==> src/rtl/uart_cmd_responder.sv <==
// +----------------------------------------------------------------------+
// | uart_cmd_responder: UART byte-frame command parser driving a small   |
// | 8-bit register bus ('W' addr data / 'R' addr).  Revision: 1.0        |
// +----------------------------------------------------------------------+
`default_nettype none

module uart_cmd_responder #(
   parameter int NREG    = 16,
   parameter int TIMEOUT = 100000
) (
   input  logic       clk,
   input  logic       reset,
   input  logic       rx_empty,
   input  logic [7:0] r_data,
   output logic       rd_uart,
   input  logic       tx_full,
   output logic       wr_uart,
   output logic [7:0] w_data,
   output logic [7:0] reg_addr,
   output logic [7:0] reg_wdata,
   output logic       reg_we,
   input  logic [7:0] reg_rdata,
   output logic       frame_err
);

   localparam int             CW       = $clog2(TIMEOUT + 1);
   localparam logic [CW-1:0]  CNT_LAST = CW'(TIMEOUT - 1);
   localparam logic [8:0]     NREG_LIM = 9'(NREG);
   localparam logic [7:0]     OP_WRITE = 8'h57;
   localparam logic [7:0]     OP_READ  = 8'h52;
   localparam logic [7:0]     RESP_BAD = 8'h3F;
   localparam logic [7:0]     RESP_ERR = 8'h45;
   localparam logic [7:0]     RESP_OK  = 8'h4B;

   typedef enum logic [2:0] {
      IDLE     = 3'd0,
      GET_ADDR = 3'd1,
      GET_DATA = 3'd2,
      EXEC     = 3'd3,
      SEND     = 3'd4
   } state_t;

   state_t          state;
   logic [CW-1:0]   cnt;
   logic [7:0]      opcode;
   logic [7:0]      addr;
   logic [7:0]      resp;
   logic            receiving;
   logic            pop;
   logic            addr_ok;

   // Pop and push strobes are combinational so the FIFO head is consumed in
   // the very cycle it is captured, and a push fires as soon as tx_full drops.
   assign receiving = (state == IDLE) || (state == GET_ADDR) || (state == GET_DATA);
   assign pop       = receiving && !rx_empty && !reset;
   assign rd_uart   = pop;
   assign wr_uart   = (state == SEND) && !tx_full && !reset;
   assign w_data    = resp;
   assign addr_ok   = {1'b0, addr} < NREG_LIM;

   always_ff @(posedge clk) begin
      if (reset) begin
         state     <= IDLE;
         cnt       <= '0;
         opcode    <= '0;
         addr      <= '0;
         resp      <= '0;
         reg_addr  <= '0;
         reg_wdata <= '0;
         reg_we    <= 1'b0;
         frame_err <= 1'b0;
      end else begin
         reg_we    <= 1'b0;
         frame_err <= 1'b0;
         unique case (state)
            IDLE: begin
               cnt <= '0;
               if (pop) begin
                  opcode <= r_data;
                  if (r_data == OP_WRITE || r_data == OP_READ) begin
                     state <= GET_ADDR;
                  end else begin
                     resp      <= RESP_BAD;
                     frame_err <= 1'b1;
                     state     <= SEND;
                  end
               end
            end
            GET_ADDR, GET_DATA: begin
               if (pop) begin
                  cnt <= '0;
                  if (state == GET_ADDR) begin
                     addr <= r_data;
                     if (opcode == OP_WRITE) begin
                        state <= GET_DATA;
                     end else begin
                        reg_addr <= r_data;
                        state    <= EXEC;
                     end
                  end else begin
                     // Bus outputs are loaded on entry to EXEC so they are
                     // valid during EXEC and held unchanged afterwards.
                     reg_addr  <= addr;
                     reg_wdata <= r_data;
                     reg_we    <= addr_ok;
                     state     <= EXEC;
                  end
               end else if (cnt == CNT_LAST) begin
                  cnt       <= '0;
                  frame_err <= 1'b1;
                  state     <= IDLE;
               end else begin
                  cnt <= cnt + CW'(1);
               end
            end
            EXEC: begin
               if (!addr_ok) begin
                  resp      <= RESP_ERR;
                  frame_err <= 1'b1;
               end else if (opcode == OP_WRITE) begin
                  resp <= RESP_OK;
               end else begin
                  resp <= reg_rdata;
               end
               state <= SEND;
            end
            SEND: begin
               if (!tx_full) begin
                  state <= IDLE;
               end
            end
            default: state <= IDLE;
         endcase
      end
   end

endmodule

`default_nettype wire

==> config.mk <==
export PLATFORM = sky130hd
export DESIGN_NAME = uart_cmd_responder
export DESIGN_NICKNAME = d
export VERILOG_FILES = /design/src/rtl/uart_cmd_responder.sv
export SDC_FILE = /design/constraint.sdc
export NUM_CORES = 1
export LEC_CHECK = 0
export CAP_MARGIN = 15
export CORE_MARGIN = 5
export CORE_UTILIZATION = 40
export CTS_BUF_LIST = sky130_fd_sc_hd__clkbuf_4 sky130_fd_sc_hd__clkbuf_8
export DETAILED_ROUTE_END_ITERATION = 10
export GPL_ROUTABILITY_DRIVEN = 1
export SYNTH_ARGS = -nofsm -noshare
export SYNTH_HDL_FRONTEND = slang
export SYNTH_SLANG_ARGS = --single-unit
==> constraint.sdc <==
create_clock -name clk -period 2.6 [get_ports clk]
set_input_delay 0.52 -clock clk [delete_from_list [all_inputs] [get_ports clk]]
set_output_delay 0.52 -clock clk [all_outputs]
set_load 0.05 [all_outputs]
==> metrics.log <==
[metrics] status: finished clean
[metrics] max-slew violation total from the final report: 0
[metrics] final wirelength: 7585 um
[metrics] CP cell instances: clkdlybuf4s50_1 -> or3_1 -> a21oi_1 -> buf_12
[metrics] startpoint type of the worst setup path: primary input
[metrics] count of TritonRoute iterations in the first routing pass: 4
[metrics] ys flop type: sky130_fd_sc_hd__dfxtp_1
[metrics] sw frac: 22.80%
[metrics] initial antenna violation count: 0
[metrics] number of global-route vias before repair: 2597
[metrics] Avg WL per Cell: 15.02 um
[metrics] Cell Int Power: 0.001632 W
[metrics] cell with the largest stage delay on the worst path: sky130_fd_sc_hd__clkdlybuf4s50_1
[metrics] Die X: 95.61 um
[metrics] warning count from the yosys run: 0
[metrics] met2 demand-to-capacity share in global routing: 27.74%
[metrics] Comb pwr share: 8.4%
[metrics] met3 demand-to-capacity share in global routing: 6.314%
[metrics] final cycle utilization of the critical path: 92.17%
[metrics] highest net fanout along the worst path: 4
[metrics] Power Total: 0.002113 W
[metrics] total number of clock tree sinks: 62
[metrics] initial standard-cell utilization of the core: 40.85%
[metrics] VDD IR max: 0.2631 mV
[metrics] clock tree from TritonCTS: yes
[metrics] distinct cell type count of the synthesized netlist: 60
[metrics] H-Tree Depth: 3
[metrics] share of final-layout standard cells stronger than drive strength 1: 12.81%
[metrics] skew final: 0.006728 ns
[metrics] total global-route track usage: 17.63%
[metrics] number of nets in the final layout: 422
[metrics] Clock power frac: 45.1%
[metrics] remaining number of nets flagged by the antenna check after routing: 0
[metrics] final count of hold timing violations: 0
[metrics] I/O pin count: 48
[metrics] grt total ovfl: 0
[metrics] Die Footprint: 9141 um^2
[metrics] hold path startpoint: addr[0]
[metrics] Synth area leader: sky130_fd_sc_hd__dfxtp_1
[metrics] pin count of the biggest net entering global routing: 23
[metrics] total of flip-flops plus latches after synthesis: 62
[metrics] hold buffers post-CTS: 0
[metrics] utilization of the core after routing: 53.27%
[metrics] most frequent standard cell in the layout excluding fill and tap cells: sky130_fd_sc_hd__dfxtp_1
[metrics] launch point of the worst path: rx_empty
[metrics] row count: 31
[metrics] Area growth, synth to finish: 30.39%
[metrics] startpoint of the worst-slack reg-to-reg timing path: cnt[0]
[metrics] Setup TNS: 0 ns
[metrics] arrival time of the worst setup path: 1.88 ns
[metrics] average cell area after synthesis: 8.522 um^2
[metrics] DRC violation count after routing: 0
[metrics] drt initial violations: 101
[metrics] reported net switching power: 0.0004817 W
[metrics] total leakage power: 1.343 nW
[metrics] later-pin clock latency in the skew report: 0.34 ns
[metrics] timing-limited maximum frequency: 417.3 MHz
[metrics] routed via count: 2743
[metrics] clock buffer count from CTS: 9
[metrics] global-route wire length before repair: 12560 um
[metrics] count of buffers from port buffering: 47
[metrics] worst max-slew margin expressed relative to the limit: 44.24%
[metrics] RSZ-0062 raised after global routing: no
[metrics] endpoint required time on the critical path: 2.08 ns
[metrics] die boundary height: 95.61 um
[metrics] clock-pin slew reported for the worst setup and hold paths after clock tree synthesis: 0.07 ns
[metrics] worst min-delay path category: reg2reg
[metrics] max cap viols: 0
[metrics] routed vias/inst: 5.432
[metrics] grt met1 use: 22.81%
[metrics] grt peak-use layer: met2
[metrics] sum of net half-perimeters after detailed placement: 5283 um
[metrics] number of diodes added for antenna fixing: 0
[metrics] portion of total power attributed to sequential cells: 46.5%
[metrics] power per standard cell area: 552.9 nW/um^2
[metrics] post-CTS setup-driven buffer insertion count: 0
[metrics] clk buf depth: 2
[metrics] async set-or-reset flop fraction in the synthesized netlist: 0%
[metrics] Post-Syn Area: 2932 um^2
[metrics] GP Congestion: 0.8448
[metrics] fraction of synthesized cell area taken by the top area cell type: 42.34%
[metrics] number of setup violations in the final report: 0
[metrics] start-to-end type of the worst setup path: in2out
[metrics] number of enable flip-flop cells after synthesis: 0
[metrics] commonest cells after routing, fill and taps aside: 62 x sky130_fd_sc_hd__dfxtp_1, 55 x sky130_fd_sc_hd__nand2_1, 44 x sky130_fd_sc_hd__clkdlybuf4s50_1, 30 x sky130_fd_sc_hd__a21oi_1, 23 x sky130_fd_sc_hd__nor3_1
[metrics] syn nets: 365
[metrics] Core Footprint: 7176 um^2
[metrics] Syn Inst Count: 344
[metrics] element type at the critical path end: output pin
[metrics] sequential cell area fraction in the yosys report: 42.34%
[metrics] Resized Gates After CTS: 0
[metrics] post-route minimum period: 2.396 ns
[metrics] CTS Root Cell: sky130_fd_sc_hd__clkbuf_8
[metrics] leading cell types by total area after synthesis: sky130_fd_sc_hd__dfxtp_1 42%, sky130_fd_sc_hd__nand2_1 7.0%, sky130_fd_sc_hd__a21oi_1 5.1%
[metrics] Worst-Margin Slew: 0.8328 ns
[metrics] largest stage delay on the critical path: 0.50 ns
[final timing paths]
check	endpoint	slack, ns	depth (start not counted)
hold / removal	addr[0]	0.45	2
hold reg to reg	addr[0]	0.45	2
setup reg to reg	state[0]	0.58	6
setup / recovery	rd_uart	0.20	4
[registers in the layout, summed over array words and instances (netlist names)]
signal / count
reg_we: 1
frame_err: 1
w_data: 8
reg_wdata: 8
reg_addr: 8
state: 3
cnt: 17
opcode: 8
addr: 8
[Yosys cell counts, types with 2 or more instances]
library cell               number
sky130_fd_sc_hd__o31ai_1        2
sky130_fd_sc_hd__and4_1         2
sky130_fd_sc_hd__nand2_1       55
sky130_fd_sc_hd__buf_2          6
sky130_fd_sc_hd__nor4_1         9
sky130_fd_sc_hd__nor3_1        24
sky130_fd_sc_hd__and3_1         2
sky130_fd_sc_hd__o311ai_0       2
sky130_fd_sc_hd__a21oi_1       30
sky130_fd_sc_hd__a221o_1        2
sky130_fd_sc_hd__buf_1          3
sky130_fd_sc_hd__nor2b_1       11
sky130_fd_sc_hd__inv_1         10
sky130_fd_sc_hd__dfxtp_1       62
sky130_fd_sc_hd__or4_1          5
sky130_fd_sc_hd__a21o_1         2
sky130_fd_sc_hd__o21ai_0        5
sky130_fd_sc_hd__clkbuf_1       8
sky130_fd_sc_hd__o211ai_1       2
sky130_fd_sc_hd__nand4_1        6
sky130_fd_sc_hd__o22a_1         3
sky130_fd_sc_hd__a22o_1         5
sky130_fd_sc_hd__or3_1          2
sky130_fd_sc_hd__xnor2_1        5
sky130_fd_sc_hd__nor3b_1        4
sky130_fd_sc_hd__nor2_1         5
sky130_fd_sc_hd__a221oi_1      13
sky130_fd_sc_hd__buf_6          2
sky130_fd_sc_hd__xor2_1         2
sky130_fd_sc_hd__o21a_1         2
sky130_fd_sc_hd__nand3_1       18
sky130_fd_sc_hd__nand3b_1       3
sky130_fd_sc_hd__nand4b_1       3
sky130_fd_sc_hd__or4_4          2
sky130_fd_sc_hd__a32o_1         2
[cells by family after synthesis]
kind of cell               synth area share (%)
and+or+nand+nor                           31.29
adders and majority gates                0.4267
xor gates and xnor gates                  2.091
AOI/OAI and AO/OA                         19.12
DFF                                       42.34
buffers and inverters                     4.738
[power groups by stage]
stage / Combinational, W / Clock, W / Sequential [W]
after global placement: 0.000177 / 0 / 0.00100
after CTS: 0.000178 / 0.000982 / 0.000983
after floorplan: 0.0000688 / 0 / 0.00103
final: 0.000177 / 0.000953 / 0.000983
after detailed placement: 0.000178 / 0 / 0.00100
after global routing: 0.000191 / 0.00102 / 0.000986
[area by class of cell]
class                   count  area [um^2]
clock inverters             4        70.07
well taps                  99        123.9
flip-flops and latches     62         1241
inverters                  10        37.54
repair buffers             66        640.6
multi-input cells         252         1556
clock buffers              12        152.6
fillers                   651         3353
[metrics by stage]
stage	setup slack [ns]	instance area [um^2]	std cells	hold slack (ns)
4_1_cts	0.2071	3822	505	0.4516
3_5_place_dp	0.08270	3600	489	0.4426
5_1_grt	0.1539	3822	505	0.4731
2_1_floorplan	0.2820	2937	344	0.4311
6_report	0.2036	3822	505	0.4512
3_3_place_gp	0.07522	3600	489	0.4395
[per-layer routing]
layer | up-vias | routed length, um
met5 | - | 0
met4 | 0 | 82
met3 | 8 | 345
met2 | 64 | 3559
met1 | 1281 | 3597
li1 | 1390 | -
[worst max-delay path, delay by kind of cell]
family / cells / cell delay (ns)
AO/OA/AOI/OAI: 1 / 0.24
buffers and inverters: 2 / 0.68
AND/OR/NAND/NOR: 1 / 0.44
Power figures use the tool's default switching activity.
